**src/rtl/apb_timer.sv**
```systemverilog
// APB-style up-counter timer peripheral.
// Software writes a goal value, starts the counter, and polls status and the
// current count. The counter can be paused and resumed. Reading STATUS while
// the timer is COMPLETE returns COMPLETE and moves the timer back to IDLE.
//
// Register map (addr):
//   0 STATUS (R/W): bit0 START, bit1 STOP, bits3:2 state
//   1 GOAL   (R/W)
//   2 CURR   (read-only; a write is an error)
//   3 unmapped (any access is an error)
//
// Handshake: the bus has zero wait states. ready = sel & enable, and a transfer
// commits on the rising edge where sel & enable are both high. An errored
// transfer (slverr=1) changes no state and returns rdata=0.
module apb_timer #(
  parameter int timerbits = 8
) (
  input  logic                 clk,
  input  logic                 reset,
  input  logic                 sel,
  input  logic                 enable,
  input  logic                 write,
  input  logic [1:0]           addr,
  input  logic [timerbits-1:0] wdata,
  output logic [timerbits-1:0] rdata,
  output logic                 ready,
  output logic                 slverr
);

  typedef enum logic [1:0] {
    IDLE     = 2'd0,
    RUNNING  = 2'd1,
    COMPLETE = 2'd2
  } state_e;

  state_e               state_q, state_d;
  logic                 paused_q, paused_d;
  logic [timerbits-1:0] curr_q, curr_d;
  logic [timerbits-1:0] goal_q, goal_d;

  logic                 xfer;
  logic                 err;
  logic                 wr_en;
  logic                 rd_en;
  logic [timerbits-1:0] status_val;

  // Bus decode: access phase, error detection and committed read/write strobes.
  always_comb begin
    xfer   = sel & enable;
    err    = xfer & ((addr == 2'd3) | ((addr == 2'd2) & write));
    wr_en  = xfer & write & ~err;
    rd_en  = xfer & ~write & ~err;
    ready  = xfer;
    slverr = err;
  end

  // STATUS read image and read data mux; rdata is zero unless a clean read.
  always_comb begin
    status_val      = '0;
    status_val[0]   = (state_q == RUNNING) & ~paused_q;
    status_val[1]   = paused_q;
    status_val[3:2] = state_q;
    rdata           = '0;
    if (rd_en) begin
      case (addr)
        2'd0:    rdata = status_val;
        2'd1:    rdata = goal_q;
        2'd2:    rdata = curr_q;
        default: rdata = '0;
      endcase
    end
  end

  // Next-state: counting first, then bus effects which take priority over it.
  always_comb begin
    state_d  = state_q;
    paused_d = paused_q;
    curr_d   = curr_q;
    goal_d   = goal_q;

    // Counting: compare against goal, complete on equality, otherwise advance.
    // The counter is free to wrap if goal was lowered below curr.
    if ((state_q == RUNNING) && !paused_q) begin
      if (curr_q == goal_q) begin
        state_d = COMPLETE;
      end else begin
        curr_d = curr_q + 1'b1;
      end
    end

    if (wr_en && (addr == 2'd1)) begin
      goal_d = wdata;
    end

    // STOP wins over START. STOP pauses a running timer and freezes curr,
    // overriding any completion or increment on this edge.
    if (wr_en && (addr == 2'd0)) begin
      if (wdata[1]) begin
        if (state_q == RUNNING) begin
          paused_d = 1'b1;
          state_d  = RUNNING;
          curr_d   = curr_q;
        end
      end else if (wdata[0]) begin
        if (state_q != RUNNING) begin
          curr_d   = '0;
          paused_d = 1'b0;
          state_d  = RUNNING;
        end else if (paused_q) begin
          paused_d = 1'b0;
        end
      end
    end

    // Clear-on-read of the COMPLETE status.
    if (rd_en && (addr == 2'd0) && (state_q == COMPLETE)) begin
      state_d = IDLE;
    end
  end

  // State registers with synchronous active-high reset.
  always_ff @(posedge clk) begin
    if (reset) begin
      state_q  <= IDLE;
      paused_q <= 1'b0;
      curr_q   <= '0;
      goal_q   <= '0;
    end else begin
      state_q  <= state_d;
      paused_q <= paused_d;
      curr_q   <= curr_d;
      goal_q   <= goal_d;
    end
  end

endmodule

```
**config.mk**
```make
export PLATFORM = sky130hd
export DESIGN_NAME = apb_timer
export DESIGN_NICKNAME = d
export VERILOG_FILES = /design/src/rtl/apb_timer.sv
export SDC_FILE = /design/constraint.sdc
export NUM_CORES = 1
export LEC_CHECK = 0
export CELL_PAD_IN_SITES_DETAIL_PLACEMENT = 1
export CELL_PAD_IN_SITES_GLOBAL_PLACEMENT = 1
export CORE_MARGIN = 8
export CORE_UTILIZATION = 30
export CTS_BUF_LIST = sky130_fd_sc_hd__clkbuf_4
export DETAILED_ROUTE_END_ITERATION = 10
export PLACE_DENSITY = 0.66
export SKIP_CTS_REPAIR_TIMING = 1
export SLEW_MARGIN = 30
export SYNTH_ARGS = -nofsm -noshare
export SYNTH_HDL_FRONTEND = slang
export SYNTH_SLANG_ARGS = --single-unit
```
**constraint.sdc**
```tcl
create_clock -name clk -period 2.15 [get_ports clk]
set_input_delay 0.5375 -clock clk [delete_from_list [all_inputs] [get_ports clk]]
set_output_delay 0.5375 -clock clk [all_outputs]
set_load 0.005 [all_outputs]
```
==> results.sh <==
export IMPL_syn_avg_cell_area_sq_um=8.26
export IMPL_clockBufferDepth=2
export IMPL_end_kind="output pin"
export IMPL_core_area_sq_um=3910
export IMPL_synth_area_sq_um=1190
export IMPL_clock_latency_ns=0.29
export IMPL_setup_viol=0
export IMPL_fp_dieW_um=79.0
export IMPL_holdWs_ns=0.552
export IMPL_finalHoldViolations=0
export IMPL_vias=1168
export IMPL_cts_buffers=3
export IMPL_synthTopCellsByCount="nor2_1, dfxtp_1, mux2i_1"
export IMPL_synth_cells=144
export IMPL_first_iter_violations=38
export IMPL_hold_depth=2
export IMPL_cts_root_buf="clkbuf_4"
export IMPL_fmax_ghz=0.496
export IMPL_synth_edf_count=0
export IMPL_wl_per_cell_um=15.9
export IMPL_total_power_mw=0.648
export IMPL_drc_errors=0
export IMPL_overflow=0
export IMPL_path_max_fanout=8
export IMPL_yosys_warnings=0
export IMPL_period_share_pct=93.7
export IMPL_cts_htree_levels=1
export IMPL_placed_area_sq_um=1620
export IMPL_start_util_pct=30.4
export IMPL_min_path_type="reg -> reg"
export IMPL_die_area_sq_um=6240
export IMPL_path_class="in -> out"
export IMPL_synth_area_leader_cell="dfxtp_1"
export IMPL_drt_total_wl_um=3760
export IMPL_maxSlewViolCount=0
export IMPL_yosysUniqueCellTypes=38
export IMPL_required_ns=1.61
export IMPL_power_leakage_nw=0.838
export IMPL_n_antenna_cell=0
export IMPL_worstPathArrival_ns=1.48
export IMPL_rows=23
export IMPL_fin_worst_skew_ns=0.00326
export IMPL_wl_met1_um=1670
export IMPL_drive_above_1_share_pct=21.0
export IMPL_final_area_sq_um=1700
export IMPL_place_congestion=0.889
export IMPL_tightest_slew_ns=0.532
export IMPL_syn2layout_area_growth_pct=43.2
export IMPL_final_cells=236
export IMPL_grt_pass1_wl_um=5930
export IMPL_status="finished clean"
export IMPL_dp_cells=230
export IMPL_peakVddDrop_v=0.000141
export IMPL_synth_area_leaders="dfxtp_1, mux2i_1, nor2_1, xor2_1, a21oi_1"
export IMPL_wl_met2_um=1910
export IMPL_vias_per_cell=4.95
export IMPL_grt_pass1_vias=1254
export IMPL_routed_wl_met3_um=130
export IMPL_synth_seq_cells=19
export IMPL_rsz0062_at_grt="no"
export IMPL_synth_ff_type="dfxtp_1"
export IMPL_syn_num_nets=160
export IMPL_antenna_found_initial=0
export IMPL_tritoncts="yes"
export IMPL_max_cap_violations=0
export IMPL_start_kind="input pin"
export IMPL_min_period_ns=2.02
export IMPL_synthArstFlopShare_pct=0
export IMPL_highest_layer="met4"
export IMPL_r2r_cells=5
export IMPL_synth_seq_area_share_pct=32.0
export IMPL_ant_nets=0
export IMPL_die_height_um=79.0
export IMPL_grt_usage_pct=11.7
export IMPL_dp_hpwl_um=3020
export IMPL_cts_sinks=19
export IMPL_port_buffers=24
export IMPL_pin_count=25
export IMPL_clkTransAtPathRegs_ns=0.11
export IMPL_finalNetCount=203
export IMPL_drt_first_pass_iters=4
export IMPL_synth_top_area_share_pct=32.0
export IMPL_max_slew_margin_pct=64.3
export IMPL_p_per_area_nw_per_um2=380
export IMPL_grt_max_degree=12
export IMPL_synth_most_common_cell="nor2_1"
metal layers:
metal | global-route usage (%) | up-vias
met1 | 13.5 | 563
met4 | 4.07 | 0
met2 | 20.5 | 14
met3 | 2.48 | 4
met5 | 0 | -
li1 | - | 587
report_power, final:
part           switching (mW)  total (mW)  leakage, nW  internal [mW]
Combinational          0.0499       0.109        0.667         0.0587
Sequential            0.00243       0.357        0.153          0.354
Clock                   0.114       0.183       0.0177         0.0692
Total                   0.166       0.648        0.838          0.482
cells by family after synthesis:
family / count (synthesis) / share of synthesized area, %
buffers and inverters: 10 / 4.00
multiplexers: 14 / 11.8
adder cells (fa/ha/maj): 1 / 1.05
flip-flops: 19 / 32.0
AND/OR/NAND/NOR: 63 / 28.8
XOR/XNOR: 11 / 8.10
AO/OA/AOI/OAI: 26 / 14.3
critical path, cell delays in order:
cell,delay [ns]
dlymetal6s2s_1,0.19
nor2b_1,0.16
buf_4,0.16
a22oi_1,0.22
nor2_2,0.05
dlymetal6s2s_1,0.15
through the flow:
stage | setup WS, ns | utilization [%] | setup TNS (ns)
2_1_floorplan | 0.333 | - | 0
3_3_place_gp | -0.553 | 41.3 | -6.40
3_5_place_dp | -0.589 | 41.3 | -7.26
4_1_cts | -0.594 | 42.0 | -5.07
5_1_grt | 0.0351 | 43.5 | 0
6_report | 0.135 | 43.5 | 0
state kept, by name (all words and copies together), names as in the netlist:
register and cells:
paused_q 1, curr_q 8, goal_q 8, state_q 2
final cells by class:
cell class                      count  area (sq um)
Clock buffer                        3          22.5
Clock inverter                      1          5.00
Fill cell                         467          2210
Inverter                            2          7.51
Multi-Input combinational cell    116           796
Sequential cell                    19           380
Tap cell                           50          62.6
Timing Repair Buffer               45           430
path summary, 6_finish.rpt:
check	to	slack (ns)	start
setup / recovery	rdata[5]	0.13	addr[0]
setup reg to reg	state_q[0]	0.38	curr_q[4]
hold reg to reg	curr_q[7]	0.55	curr_q[7]
hold / removal	curr_q[7]	0.55	curr_q[7]
cell usage in the layout, fill, tap and decap left out, drive strengths merged, types with 4 or more instances in the layout:
cell	n
nor2	27
o21ai	5
a21oi	8
and2	4
clkdlybuf4s50	10
nand2	9
clkbuf	5
a22oi	4
mux2i	14
buf	21
dlymetal6s2s	12
dfxtp	19
nand2b	4
xor2	8
No activity file was read; power rests on OpenSTA's default activity.
